### src/rtl/elevator_pkg.sv
// elevator_pkg: shared floor geometry, timing defaults, state codes and SCAN decision
package elevator_pkg;
  localparam int NUM_FLOORS = 8;
  localparam int FLOOR_W = 3;
  localparam int TRAVEL_CYCLES_DEF = 16;
  localparam int DOOR_CYCLES_DEF = 32;
  localparam logic [1:0] S_IDLE = 2'd0;
  localparam logic [1:0] S_UP = 2'd1;
  localparam logic [1:0] S_DOWN = 2'd2;
  localparam logic [1:0] S_DOOR = 2'd3;
  function automatic logic [1:0] decide(input logic here, input logic above, input logic below, input logic dir_up);
    return here ? S_DOOR : ((dir_up && above) || (above && !below)) ? S_UP : below ? S_DOWN : S_IDLE;
  endfunction
endpackage

### src/rtl/elevator_call_scan.sv
// elevator_call_scan: classifies pending calls as at, above or below the current floor
module elevator_call_scan import elevator_pkg::*; (
  input  logic [NUM_FLOORS-1:0] pending_i,
  input  logic [FLOOR_W-1:0]    cur_floor_i,
  output logic                  here_o,
  output logic                  above_o,
  output logic                  below_o
);
  logic [NUM_FLOORS-1:0] above_mask, below_mask;
  // Floor masks strictly above / below the car; out-of-range floors never appear
  always_comb begin
    above_mask = '0;
    below_mask = '0;
    for (int i = 0; i < NUM_FLOORS; i++) begin
      above_mask[i] = i > int'(cur_floor_i);
      below_mask[i] = i < int'(cur_floor_i);
    end
  end
  assign here_o = pending_i[cur_floor_i];
  assign above_o = |(pending_i & above_mask);
  assign below_o = |(pending_i & below_mask);
endmodule

### src/rtl/elevator_car_ctrl.sv
// elevator_car_ctrl: collective (SCAN) car motion FSM with travel/door timers and call retire pulse
module elevator_car_ctrl import elevator_pkg::*; #(
  parameter int TRAVEL_CYCLES = TRAVEL_CYCLES_DEF,
  parameter int DOOR_CYCLES = DOOR_CYCLES_DEF
) (
  input  logic                  clk,
  input  logic                  reset,
  input  logic [NUM_FLOORS-1:0] call_inside,
  input  logic [NUM_FLOORS-1:0] call_outside,
  output logic [FLOOR_W-1:0]    cur_floor,
  output logic                  dir_up,
  output logic                  moving,
  output logic                  door_open,
  output logic                  clear_valid,
  output logic [FLOOR_W-1:0]    clear_floor
);
  localparam int TMR_W = $clog2(TRAVEL_CYCLES > DOOR_CYCLES ? TRAVEL_CYCLES : DOOR_CYCLES);
  localparam logic [TMR_W-1:0] TRAVEL_LD = TMR_W'(TRAVEL_CYCLES - 1);
  localparam logic [TMR_W-1:0] TRAVEL_RELD = TMR_W'(TRAVEL_CYCLES - 2);
  localparam logic [TMR_W-1:0] DOOR_LD = TMR_W'(DOOR_CYCLES - 1);
  localparam logic [FLOOR_W-1:0] TOP = FLOOR_W'(NUM_FLOORS - 1);
  logic [1:0] state_q, state_d, dec, dec_close, nxt;
  logic [FLOOR_W-1:0] cur_floor_q, cur_floor_d, clear_floor_q, clear_floor_d;
  logic [TMR_W-1:0] tmr_q, tmr_d;
  logic [1:0] age_q, age_d;
  logic dir_up_q, dir_up_d, moving_q, moving_d, door_open_q, door_open_d;
  logic clear_valid_q, clear_valid_d, arrive_q, arrive_d;
  logic here, above, below, in_move, hold, step, decide_now;
  elevator_call_scan u_scan (
    .pending_i  (call_inside | call_outside),
    .cur_floor_i(cur_floor_q),
    .here_o     (here),
    .above_o    (above),
    .below_o    (below)
  );
  assign in_move = state_q == S_UP || state_q == S_DOWN;
  assign dec = decide(here, above, below, dir_up_q);
  assign dec_close = decide(1'b0, above, below, dir_up_q);
  assign nxt = state_q == S_DOOR ? dec_close : dec;
  assign hold = state_q == S_DOOR && here && age_q == 2'd2;
  assign step = in_move && !arrive_q && tmr_q == '0;
  assign decide_now = state_q == S_IDLE || (in_move && arrive_q) || (state_q == S_DOOR && tmr_q == '0 && !hold);
  // Next state: SCAN decision, door hold after the retire has settled, or one-floor step
  always_comb begin
    state_d = state_q;
    cur_floor_d = cur_floor_q;
    dir_up_d = dir_up_q;
    tmr_d = tmr_q == '0 ? tmr_q : tmr_q - TMR_W'(1);
    arrive_d = 1'b0;
    clear_valid_d = 1'b0;
    clear_floor_d = clear_floor_q;
    age_d = age_q == 2'd2 ? age_q : age_q + 2'd1;
    if (decide_now) begin
      state_d = nxt;
      dir_up_d = nxt == S_UP ? 1'b1 : nxt == S_DOWN ? 1'b0 : dir_up_q;
      tmr_d = nxt == S_DOOR ? DOOR_LD : arrive_q ? TRAVEL_RELD : TRAVEL_LD;
      clear_valid_d = nxt == S_DOOR;
      clear_floor_d = nxt == S_DOOR ? cur_floor_q : clear_floor_q;
      age_d = 2'd0;
    end else if (hold) begin
      tmr_d = DOOR_LD;
      clear_valid_d = 1'b1;
      clear_floor_d = cur_floor_q;
      age_d = 2'd0;
    end else if (step) begin
      cur_floor_d = state_q == S_UP ? (cur_floor_q == TOP ? cur_floor_q : cur_floor_q + FLOOR_W'(1))
                                    : (cur_floor_q == '0 ? cur_floor_q : cur_floor_q - FLOOR_W'(1));
      arrive_d = 1'b1;
    end
    moving_d = state_d == S_UP || state_d == S_DOWN;
    door_open_d = state_d == S_DOOR;
  end
  // State and registered outputs; reset parks the car idle at floor 0 heading up
  always_ff @(posedge clk) begin
    if (reset) begin
      state_q <= S_IDLE;
      cur_floor_q <= '0;
      dir_up_q <= 1'b1;
      moving_q <= 1'b0;
      door_open_q <= 1'b0;
      clear_valid_q <= 1'b0;
      clear_floor_q <= '0;
      tmr_q <= '0;
      age_q <= 2'd0;
      arrive_q <= 1'b0;
    end else begin
      state_q <= state_d;
      cur_floor_q <= cur_floor_d;
      dir_up_q <= dir_up_d;
      moving_q <= moving_d;
      door_open_q <= door_open_d;
      clear_valid_q <= clear_valid_d;
      clear_floor_q <= clear_floor_d;
      tmr_q <= tmr_d;
      age_q <= age_d;
      arrive_q <= arrive_d;
    end
  end
  assign cur_floor = cur_floor_q;
  assign dir_up = dir_up_q;
  assign moving = moving_q;
  assign door_open = door_open_q;
  assign clear_valid = clear_valid_q;
  assign clear_floor = clear_floor_q;
endmodule

### config.mk
export PLATFORM = sky130hd
export DESIGN_NAME = elevator_car_ctrl
export DESIGN_NICKNAME = d
export VERILOG_FILES = /design/src/rtl/elevator_pkg.sv /design/src/rtl/elevator_call_scan.sv /design/src/rtl/elevator_car_ctrl.sv
export SDC_FILE = /design/constraint.sdc
export NUM_CORES = 1
export LEC_CHECK = 0
export ABC_AREA = 1
export CAP_MARGIN = 20
export CORE_UTILIZATION = 39
export DETAILED_ROUTE_END_ITERATION = 12
export PLACE_DENSITY = 0.65
export SLEW_MARGIN = 30
export SYNTH_ARGS = -nofsm -noshare
export SYNTH_HDL_FRONTEND = slang
export SYNTH_SLANG_ARGS = --single-unit
### constraint.sdc
create_clock -name clk -period 5.6 [get_ports clk]
set_input_delay 1.4 -clock clk [delete_from_list [all_inputs] [get_ports clk]]
set_output_delay 1.4 -clock clk [all_outputs]
set_load 0.02 [all_outputs]
==> out/results.txt <==
GRT overflow - 0
Synth cell types - 34
IO Count - 28
clock-pin slew on the worst setup and hold paths - 0.07 ns
max-slew violations - 0
HPWL after DPL - 2390 um
Diodes inserted - 0
Pint - 350 uW
final setup vio count - 0
clk sinks - 20
Final min period - 3.04 ns
Yosys reg bits - 20
slowest stage delay, CP - 0.48 ns
Synth warnings - 0
drt drc - 0
Placeable Area - 3690 um^2
utilization after layout - 50.0%
clk buf depth - 2
Setup Buffers After CTS - 0
data required time of the worst path - 5.73 ns
Compound-Gate Fraction of Synth Area - 9.67%
worst path arrival time - 3.17 ns
status - complete, no violations
initial DRC count - 83
Final Hold Viols - 0
number of synthesized flops with an enable pin - 0
Root Buffer - clkbuf_8
critical path, cell by cell - clkdlybuf4s50_1, nor2_1, nand2_1, nand2_2, o21ai_4, nand3_4, nand2_2, nand2_4, o21ai_2, inv_1, ha_1, inv_1, nor2_1
vias in the first global route - 1239
largest net degree at the start of global routing - 13
clock network latency to the later pin of the worst-skew pair - 0.25 ns
Via Count - 1375
Synth async-reset ratio - 0%
Final Skew - 0.00313 ns
starting density of the core - 40.7%
post-synthesis mux area share - 0%
Num CTS Buffers - 3
RSZ-0062 raised after global routing - false
die area - 4100 um^2
chip height - 64.0 um
pwr/cell area - 318 nW/um^2
area leader, netlist - dfxtp_1
Slew headroom - 70.1%
period utilization - 54.2%
Initial DRT Pass Iterations - 4
nets@finish - 290
GPL Wtd Cong - 0.804
number of nets with antenna violations after routing - 0
die span in x - 64.0 um
mean post-synth cell area - 6.41 um^2
first-pass GRT wire length - 5500 um
cell family with most CP delay - buffers and inverters
Post-Syn Nets - 263
hold crit path type - flop to flop
finished layout cell area - 1840 um^2
Via density - 4.48
Post-Synthesis Cells - 234
CP max-delay cell - clkdlybuf4s50_1
post-synthesis simple-gate area fraction - 38.4%
hold slack - 0.497 ns
largest family of logic cells by synthesized area - simple AND/OR/NAND/NOR gates
Post-Synth XOR/XNOR Area - 1.75%
leakage power - 0.000981 uW
buffer and inverter count on the worst path - 3
maximum VDD drop - 0.000269 V
Max-cap violations - 0
initial antenna violation count - 0
top-area cell type share of the netlist area - 26.7%
CTS tree - built
TNS Setup - 0 ns
Rows - 22
Area growth, synth to finish - 22.9%
WL final - 3010 um
dpl cell area - 1800 um^2
FMAX - 329 MHz
sequential fraction of the synthesis area - 26.7%
post-cts resize count - 0
CP Class - input port to flop
P_sw - 236 uW
Worst Tran Pin Value - 0.449 ns
Logic pwr share - 49.7%
adder-cell area share of the yosys netlist - 9.17%
top_reg_cell synth - dfxtp_1
cts hold-fix bufs - 0
layout cells sized above 1 - 10.4%
GRT Total Usage - 16.8%
clock share of power - 15.7%
register share of total power - 34.6%
switching share of power - 40.2%
ranking of synthesized cells by area - dfxtp_1 27%, nand2_1 14%, inv_1 11%, ha_1 9.2%, nor2_1 6.8%
drt wl/cell - 9.81 um
Worst Setup Start Kind - input port
# port buffers - 27
CP endpoint kind - flop
CTS H-tree lvls - 1
synthesized cell area - 1500 um^2
worst-path maximum fanout - 7
## kinds of logic (layout without fill, tap and decap cells)
logic type,after synthesis,count (layout)
DFF,20,20
adders and majority gates,11,11
xor gates and xnor gates,3,3
and+or+nand+nor,122,122
AOI/OAI and AO/OA,24,24
buffers and inverters,54,79
## layout by cell type (no fill, tap or decap)
| cell | Yosys | layout |
|---|---|---|
| a21oi_1 | 6 | 6 |
| a21oi_2 | 2 | 2 |
| clkbuf_8 | 0 | 3 |
| clkdlybuf4s50_1 | 0 | 27 |
| clkinv_1 | 1 | 1 |
| clkinv_2 | 1 | 1 |
| dfxtp_1 | 20 | 20 |
| ha_1 | 11 | 11 |
| inv_1 | 42 | 42 |
| inv_2 | 5 | 5 |
| nand2_1 | 55 | 55 |
| nand2_2 | 5 | 5 |
| nand2_4 | 1 | 1 |
| nand3_1 | 17 | 17 |
| nand3_2 | 1 | 1 |
| nand3_4 | 1 | 1 |
| nand3b_4 | 1 | 1 |
| nand4_1 | 4 | 4 |
| nand4_2 | 1 | 1 |
| nor2_1 | 27 | 27 |
| nor2_2 | 3 | 3 |
| nor3_1 | 3 | 3 |
| nor3_2 | 1 | 1 |
| nor4_1 | 1 | 1 |
| o21ai_0 | 10 | 10 |
| o21ai_1 | 3 | 3 |
| o21ai_2 | 1 | 1 |
| o21ai_4 | 1 | 1 |
| o21bai_1 | 1 | 1 |
| or2_1 | 1 | 1 |
| xnor2_1 | 2 | 2 |
| xor2_1 | 1 | 1 |
## Yosys cell counts, types with 2 or more instances
cell type and instances:
nand3_1 17, o21ai_1 3, a21oi_2 2, inv_1 42
nand2_1 55, xnor2_1 2, clkbuf_1 2, ha_1 11
nand4_1 4, nor2_2 3, nor2_1 27, nor3_1 3
inv_2 5, o21ai_0 10, nand2_2 5, a21oi_1 6
dfxtp_1 20
## worst min-delay path, cell delays in order, from the launching register on
cell	delay (ns)
dfxtp_1	0.33
nand2_1	0.07
nand3_1	0.05
## flip-flops by register name, summed over array words and instances (netlist names), named ones only
register and count:
age_q 2, arrive_q 1, clear_floor 3, clear_valid 1, cur_floor 3, dir_up 1, door_open 1, moving 1
state_q 1, tmr_q 5
## through the flow
step / worst slack, ns / instances / total power (uW)
floorplan: 2.91 / 234 / 419
global placement: 2.33 / 304 / 495
detailed placement: 2.31 / 304 / 497
CTS: 2.58 / 307 / 591
global route: 2.40 / 307 / 642
finish: 2.56 / 307 / 586
## power by group through the flow
stage	Clock, uW	Combinational, uW	Sequential [uW]
6_report	92.1	291	203
5_1_grt	102	332	208
4_1_cts	94.8	293	203
3_5_place_dp	0	291	206
3_3_place_gp	0	289	206
2_1_floorplan	0	197	222
## path summary, 6_finish.rpt
kind | startpoint | end | slack [ns] | cells after the start
setup reg to reg | cur_floor[0] | dir_up | 3.35 | 13
hold reg to reg | dir_up | dir_up | 0.50 | 2
setup / recovery | call_outside[0] | moving | 2.56 | 13
hold / removal | dir_up | dir_up | 0.50 | 2
## layer usage
| metal | global-route usage (%) | wire length (um) |
|---|---|---|
| met5 | 0 | 0 |
| met4 | 3.41 | 19 |
| met3 | 3.93 | 103 |
| met2 | 25.9 | 1290 |
| met1 | 23.7 | 1600 |
## layout make-up
type	instances	area (um^2)
clock buffer	3	41.3
fill	383	1850
inverter	49	185
multi-input combinational	160	886
sequential	20	400
tap	48	60.1
timing repair buffer	27	270
No activity file was read; power rests on OpenSTA's default activity.
